`src/rtl/demux8_pipe_if.sv`:
```
// Bundle of the routed input word, the eight lane outputs with their
// handshakes, and the accepted-word counter.
interface demux8_pipe_if #(
  parameter int N = 64
);
  logic         in_valid;
  logic         in_ready;
  logic [2:0]   s;
  logic [N-1:0] d;
  logic [N-1:0] y0;
  logic [N-1:0] y1;
  logic [N-1:0] y2;
  logic [N-1:0] y3;
  logic [N-1:0] y4;
  logic [N-1:0] y5;
  logic [N-1:0] y6;
  logic [N-1:0] y7;
  logic [7:0]   out_valid;
  logic [7:0]   out_ready;
  logic [15:0]  xfer_cnt;

  // Producer/consumer side: drives the input word and the lane ready flags.
  modport master (
    output in_valid, s, d, out_ready,
    input  in_ready, y0, y1, y2, y3, y4, y5, y6, y7, out_valid, xfer_cnt
  );

  // Demux side.
  modport slave (
    input  in_valid, s, d, out_ready,
    output in_ready, y0, y1, y2, y3, y4, y5, y6, y7, out_valid, xfer_cnt
  );
endinterface

```
`src/rtl/demux8_pipe.sv`:
```
// Eight-lane registered demultiplexer. Each lane holds one word behind a
// valid/ready handshake; a lane may be drained and reloaded on the same edge.
//
// Per-lane states:
//   state | meaning
//   EMPTY | lane holds no unconsumed word, out_valid[k] = 0
//   FULL  | lane holds a word waiting for out_ready[k], out_valid[k] = 1
module demux8_pipe #(
  parameter int N = 64
) (
  input  logic            clk,
  input  logic            rst_n,
  demux8_pipe_if.slave    bus
);

  typedef enum logic {
    EMPTY = 1'b0,
    FULL  = 1'b1
  } lane_state_e;

  lane_state_e  st_q  [8];
  logic [N-1:0] y_q   [8];
  logic [15:0]  cnt_q;
  logic [7:0]   vld;
  logic         in_ready;
  logic         accept;

  // Lane valid flags are the registered lane states.
  always_comb begin
    vld = 8'h00;
    for (int k = 0; k < 8; k++) begin
      vld[k] = (st_q[k] == FULL);
    end
  end

  // The addressed lane can take a word if it is empty or is being drained now.
  always_comb begin
    in_ready = ~vld[bus.s] | bus.out_ready[bus.s];
    accept   = bus.in_valid & in_ready;
  end

  // Lane state machines, holding registers and the accepted-word counter.
  always_ff @(posedge clk or negedge rst_n) begin
    if (!rst_n) begin
      for (int k = 0; k < 8; k++) begin
        st_q[k] <= EMPTY;
        y_q[k]  <= '0;
      end
      cnt_q <= 16'h0000;
    end else begin
      for (int k = 0; k < 8; k++) begin
        if (accept && (bus.s == 3'(k))) begin
          st_q[k] <= FULL;
          y_q[k]  <= bus.d;
        end else if (st_q[k] == FULL && bus.out_ready[k]) begin
          st_q[k] <= EMPTY;
        end
      end
      if (accept) begin
        cnt_q <= cnt_q + 16'h0001;
      end
    end
  end

  assign bus.in_ready  = in_ready;
  assign bus.out_valid = vld;
  assign bus.xfer_cnt  = cnt_q;
  assign bus.y0        = y_q[0];
  assign bus.y1        = y_q[1];
  assign bus.y2        = y_q[2];
  assign bus.y3        = y_q[3];
  assign bus.y4        = y_q[4];
  assign bus.y5        = y_q[5];
  assign bus.y6        = y_q[6];
  assign bus.y7        = y_q[7];

endmodule

```
`src/flat_wrapper.sv`:
```
// flat-port wrapper written by rule: the top's interface ports become plain ports
module demux8_pipe_flat 
#(
  parameter int N = 64
)
  (clk, rst_n, bus_in_valid, bus_s, bus_d, bus_out_ready, bus_in_ready, bus_y0, bus_y1, bus_y2, bus_y3, bus_y4, bus_y5, bus_y6, bus_y7, bus_out_valid, bus_xfer_cnt);
  demux8_pipe_if #(.N(N)) bus_i ();
  input  logic clk;
  input  logic rst_n;
  input wire logic [$bits(bus_i.in_valid)-1:0] bus_in_valid;
  input wire logic [$bits(bus_i.s)-1:0] bus_s;
  input wire logic [$bits(bus_i.d)-1:0] bus_d;
  input wire logic [$bits(bus_i.out_ready)-1:0] bus_out_ready;
  output wire logic [$bits(bus_i.in_ready)-1:0] bus_in_ready;
  output wire logic [$bits(bus_i.y0)-1:0] bus_y0;
  output wire logic [$bits(bus_i.y1)-1:0] bus_y1;
  output wire logic [$bits(bus_i.y2)-1:0] bus_y2;
  output wire logic [$bits(bus_i.y3)-1:0] bus_y3;
  output wire logic [$bits(bus_i.y4)-1:0] bus_y4;
  output wire logic [$bits(bus_i.y5)-1:0] bus_y5;
  output wire logic [$bits(bus_i.y6)-1:0] bus_y6;
  output wire logic [$bits(bus_i.y7)-1:0] bus_y7;
  output wire logic [$bits(bus_i.out_valid)-1:0] bus_out_valid;
  output wire logic [$bits(bus_i.xfer_cnt)-1:0] bus_xfer_cnt;
  assign bus_i.in_valid = bus_in_valid;
  assign bus_i.s = bus_s;
  assign bus_i.d = bus_d;
  assign bus_i.out_ready = bus_out_ready;
  assign bus_in_ready = bus_i.in_ready;
  assign bus_y0 = bus_i.y0;
  assign bus_y1 = bus_i.y1;
  assign bus_y2 = bus_i.y2;
  assign bus_y3 = bus_i.y3;
  assign bus_y4 = bus_i.y4;
  assign bus_y5 = bus_i.y5;
  assign bus_y6 = bus_i.y6;
  assign bus_y7 = bus_i.y7;
  assign bus_out_valid = bus_i.out_valid;
  assign bus_xfer_cnt = bus_i.xfer_cnt;
  demux8_pipe #(.N(N)) u_core (.clk(clk), .rst_n(rst_n), .bus(bus_i));
endmodule
```
`config.mk`:
```
export PLATFORM = sky130hd
export DESIGN_NAME = demux8_pipe_flat
export DESIGN_NICKNAME = d
export VERILOG_FILES = /design/src/rtl/demux8_pipe_if.sv /design/src/rtl/demux8_pipe.sv /design/src/flat_wrapper.sv
export SDC_FILE = /design/constraint.sdc
export NUM_CORES = 1
export LEC_CHECK = 0
export CORE_ASPECT_RATIO = 2
export CORE_UTILIZATION = 30
export DETAILED_ROUTE_END_ITERATION = 12
export PLACE_DENSITY = 0.64
export SLEW_MARGIN = 40
export SYNTH_ARGS = -nofsm -noshare
export SYNTH_HDL_FRONTEND = slang
export SYNTH_SLANG_ARGS = --single-unit
export TNS_END_PERCENT = 20
```
`constraint.sdc`:
```
create_clock -name clk -period 3.64 [get_ports clk]
set_input_delay 0.364 -clock clk [delete_from_list [all_inputs] [get_ports clk]]
set_output_delay 0.364 -clock clk [all_outputs]
set_load 0.01 [all_outputs]
```
* Yosys cells after proc, flatten, opt, wreduce, memory -nomap -nowiden
Index checks and enable logic that the tools add are counted.
Cells by class: add/sub/neg operators 1, order comparisons 1, equal/unequal tests 7, multiplexer cells 20, bitwise gates (word level) 3, reduce and logical (&&, ||, !) cells 25
Operators by type and width (number):
- $mux 1 | 18
- $add 16x1->16 const B | 1
- $logic_and 1x1->1 | 16
- $reduce_bool 2->1 | 8
- $eq 3x3->1 const B | 4
- $bmux 1 s3 | 2
- $eq 3x2->1 const B | 2
- $lt 3x4->1 const B | 1
- $eq 3x1->1 const B | 1
- $logic_not 3->1 | 1
- $and 1x1->1 | 1
- $not 1->1 | 1
- $or 1x1->1 | 1
Storage, ports and cells: bits in registers 536, output and inout bits 537, logic and storage cells 74

* Logic depth before layout (Yosys ltp)
word-level depth 7, gate-level depth with buffers 8, gate-level depth less buffers 5

* Least setup slack after synthesis
OpenSTA, ideal clock, no wires.
path kind input-to-output, start point input port bus_s[1], end point output port bus_in_ready, arrival 1.527 ns, setup slack 1.749 ns, cell stages on the path 5, buffers on the path 2, path through buf_2 > o311a_1 > nor4_4 > buf_4 > inv_1
Between the ends: longest elaborated chain between the ends 4, elaborated cells on any way between the ends 6, those cells by class mux (4); bitwise (2)
Ends and longest elaborated chain:
- start: declaration | RTL line flat_wrapper.sv:11 | input wire logic [$bits(bus_i.s)-1:0] bus_s;
- $bmux 1 s3 | RTL line demux8_pipe.sv:38 | in_ready = ~vld[bus.s] | bus.out_ready[bus.s];
- $mux 1 (implied by the code) | RTL line demux8_pipe.sv:38
- $not 1->1 | RTL line demux8_pipe.sv:38
- $or 1x1->1 (*) | RTL line demux8_pipe.sv:38
- end: declaration | RTL line flat_wrapper.sv:14 | output wire logic [$bits(bus_i.in_ready)-1:0] bus_in_ready;
Every way passes the cells marked *; elsewhere a longest branch is shown, timed or not. The select of a mux whose other input is x is not followed.

* Worst setup path after layout
start point register u_core.st_q (netlist bit u_core.bus.out_valid[5]), end point output port bus_in_ready
Between the ends: longest elaborated chain between the ends 4
Ends and longest elaborated chain:
- start: declaration | RTL line demux8_pipe.sv:21 | lane_state_e st_q [8];
- start signal: indexed assignment | RTL line demux8_pipe.sv:46 | st_q[k] <= EMPTY;
- start signal: indexed assignment | RTL line demux8_pipe.sv:53 | st_q[k] <= FULL;
- start signal: indexed assignment | RTL line demux8_pipe.sv:56 | st_q[k] <= EMPTY;
- $bmux 1 s3 | RTL line demux8_pipe.sv:38
- $mux 1 (implied by the code) | RTL line demux8_pipe.sv:38
- $not 1->1 | RTL line demux8_pipe.sv:38
- $or 1x1->1 | RTL line demux8_pipe.sv:38
Every way passes these cells. The select of a mux whose other input is x is not followed.

==> summary.md <==
| Metric | Value |
|---|---|
| Status | completed |
| First-pass GRT wire length | 92.8 mm |
| Startpoint types | flop |
| WP buf/inv | 2 |
| Area of the mapped netlist | 20,300 µm² |
| Cts bufs inserted | 49 |
| GRT overflow | 0 |
| Area occupied by multi-input gates | 6520 µm² |
| Crit-path max cell delay | 0.54 ns |
| Worst Setup SP | u_core.bus.out_valid[5] |
| Drt pass-1 iters | 4 |
| I/O Buffers | 614 |
| Post-Syn Area per Cell | 17.0 µm² |
| Data required, critical path | 3.28 ns |
| DP HPWL | 45.2 mm |
| Sequential-to-total area share from yosys stat | 66.2% |
| Max Cap Violations | 0 |
| Critical-path cell list | nand2b_1 > o2111a_1 > nor4_4 > inv_1 > clkdlybuf4s50_1 |
| Synth warn | 0 |
| Yosys top cell by area | dfrtp_1 |
| Power Density | 661 nW/µm² |
| Vias in the first global route | 13,972 |
| Crit. End Element | primary output |
| CP max-delay cell | nor4_4 |
| R2R setup slack | 1.24 ns |
| Synth area leaders | dfrtp_1 66%, mux2_2 23%, mux2_1 3.3% |
| Clock Pin Slew Worst Setup and Hold Paths | 0.07 ns |
| Largest net degree at the start of global routing | 93 |
| Maximum VDD drop | 0.000459 V |
| Worst min path class | in2async |
| Commonest non-fill, non-tap cell in the layout | clkdlybuf4s50_1 |
| Initial antenna violation count | 2 |
| Max Slew Vio Count | 0 |
| Period Utilization, post-route | 84.0% |
| Critical path depth | 5 |
| Max Fclk | 327 MHz |
| Worst slew pin tran | 0.655 ns |
| Clk_skew | 0.0222 ns |
| Die width | 186 µm |
| CTS tree | done |
| WP data arrival | 2.70 ns |
| Root buffer cell | clkbuf_16 |
| Reg2reg start | u_core.bus.out_valid[5] |
| Setup bufs post-CTS | 0 |
| Synth Register Bits | 536 |
| Layout cells sized above 1 | 31.2% |
| CP max FO | 3 |
| R2R depth | 6 |
| Critical path type | reg2out |
| Reg2reg end | u_core.bus.xfer_cnt[1] |
| Most frequent cells in the layout | 613 x clkdlybuf4s50_1, 536 x dfrtp_1, 414 x mux2_2, 60 x mux2_1, 51 x clkbuf_16 |
| Routed vias | 12,824 |
| Final hold vios | 0 |
| Critical Path Sink | bus_in_ready |
| Worst skew pair latency | 0.61 ns |
| Leak Pwr | 12.7 nW |
| Iter 0 DRT Violations | 355 |
| Dpl cells | 2,666 |
| RSZ-0062 raised after global routing | no |
| Rows | 134 |
| Core area | 66,700 µm² |
| # nets final | 1,913 |
| DIE AREA | 68,700 µm² |
| Slew Limit Headroom | 56.2% |
| Area grow syn2layout | 45.5% |
| WL/cell | 23.1 µm |
| Gr usage total | 18.4% |
| Die Y-Extent | 370 µm |
| Routed WL | 63.7 mm |
| CP top delay family | simple AND/OR/NAND/NOR gates |
| CTS Sinks | 536 |
| I/O pin count | 615 |
| Starting Density | 30.4% |
| H-tree depth | 2 |
| Drt drc | 0 |
| Fin crit period | 3.06 ns |
| Post-route setup TNS | 0 ns |
| Longest Clk Path Bufs | 3 |
| Top-area cell type share of the netlist area | 66.2% |
| Post-synth cell types | 30 |
| Fill cells | 6,107 |
| Synth Instances | 1,190 |
| Sequential cell area | 13,400 µm² |
| Syn nets | 1,269 |
| Post-DRT Antenna Nets | 0 |
| Final Wtd Congestion | 0.801 |
| Final setup fails | 0 |
| Final std cells w/o fill | 2,760 |
| Vias per cell | 4.65 |
[per-stage QoR]
step	hold slack (ns)	power [mW]	cell area (µm²)	setup WS, ns	utilization, %
final	0.270	19.5	29500	0.581	44.2
after global routing	0.265	20.3	29500	0.398	44.2
after CTS	0.249	19.7	29500	0.436	44.2
after detailed placement	0.304	14.1	27700	0.555	41.6
after global placement	0.474	13.9	27700	0.555	41.5
after floorplan	0.0684	10.2	20300	1.75	-
[where the power goes]
group	internal [mW]	switching [mW]
sequential	7.36	0.783
clock	3.21	2.33
combinational	3.51	2.29
[synthesized netlist by cell type]
library cell / instances
nand2b_1: 3
nor4_1: 3
nor3b_1: 4
a2111oi_4: 1
o21ai_0: 6
nor2_1: 1
and3_1: 2
nor4b_1: 2
xnor2_1: 1
nor2b_1: 4
mux2_4: 39
nor4_4: 1
nand4_1: 3
buf_4: 20
nand2_1: 8
nor3_1: 5
inv_1: 8
mux2_1: 60
buf_2: 33
nand3b_1: 3
mux2_2: 414
o311a_1: 2
xor2_1: 14
and2_1: 1
ha_1: 1
o2111a_1: 1
nand3_1: 8
clkbuf_1: 1
buf_6: 5
dfrtp_1: 536
[cell type report]
type	count	area share [%]
antenna	1	0.00849
clock buffer	69	4.90
clock inverter	23	0.963
inverter	8	0.102
multi-input combinational	587	22.1
sequential	536	45.5
tap	884	3.75
timing repair buffer	652	22.7
[worst min-delay path by stage]
| stage | to | depth (start not counted) |
|---|---|---|
| global placement | u_core.bus.y0[62] | 1 |
| global route | u_core.bus.y6[47] | 2 |
| CTS | u_core.bus.y6[47] | 2 |
| detailed placement | u_core.bus.y5[41] | 1 |
| floorplan | u_core.bus.out_valid[0] | 0 |
| finish | u_core.bus.y6[47] | 2 |
[routing by layer]
layer,share of wire (%),track usage [%]
met1,36,19.8
met2,52,32.9
met3,7.9,5.34
met4,4.1,7.85
met5,0,0
[logic make-up (layout without fill, tap and decap cells)]
group / count (synthesis) / in the layout / share of synthesized area (%)
AOI/OAI and AO/OA: 10 / 10 / 0.438
xor gates and xnor gates: 15 / 15 / 0.648
adders and majority gates: 1 / 1 / 0.0617
buffers and inverters: 67 / 752 / 2.00
DFF: 536 / 536 / 66.2
muxes: 513 / 513 / 29.2
other: 0 / 1 / 0
and+or+nand+nor: 48 / 48 / 1.43
[sequential cells by signal, indices dropped and copies added (netlist names)]
signal and flops:
u_core.bus.y0 64, u_core.bus.y1 64, u_core.bus.y2 64, u_core.bus.y3 64, u_core.bus.y4 64, u_core.bus.y5 64, u_core.bus.y6 64, u_core.bus.y7 64
u_core.bus.xfer_cnt 16, u_core.bus.out_valid 8
[repair_timing]
action,in CTS,in global routing
hold buffers,1,0
endpoints found under the hold margin,32,0
gates resized for setup,0,0
Power figures use the tool's default switching activity.
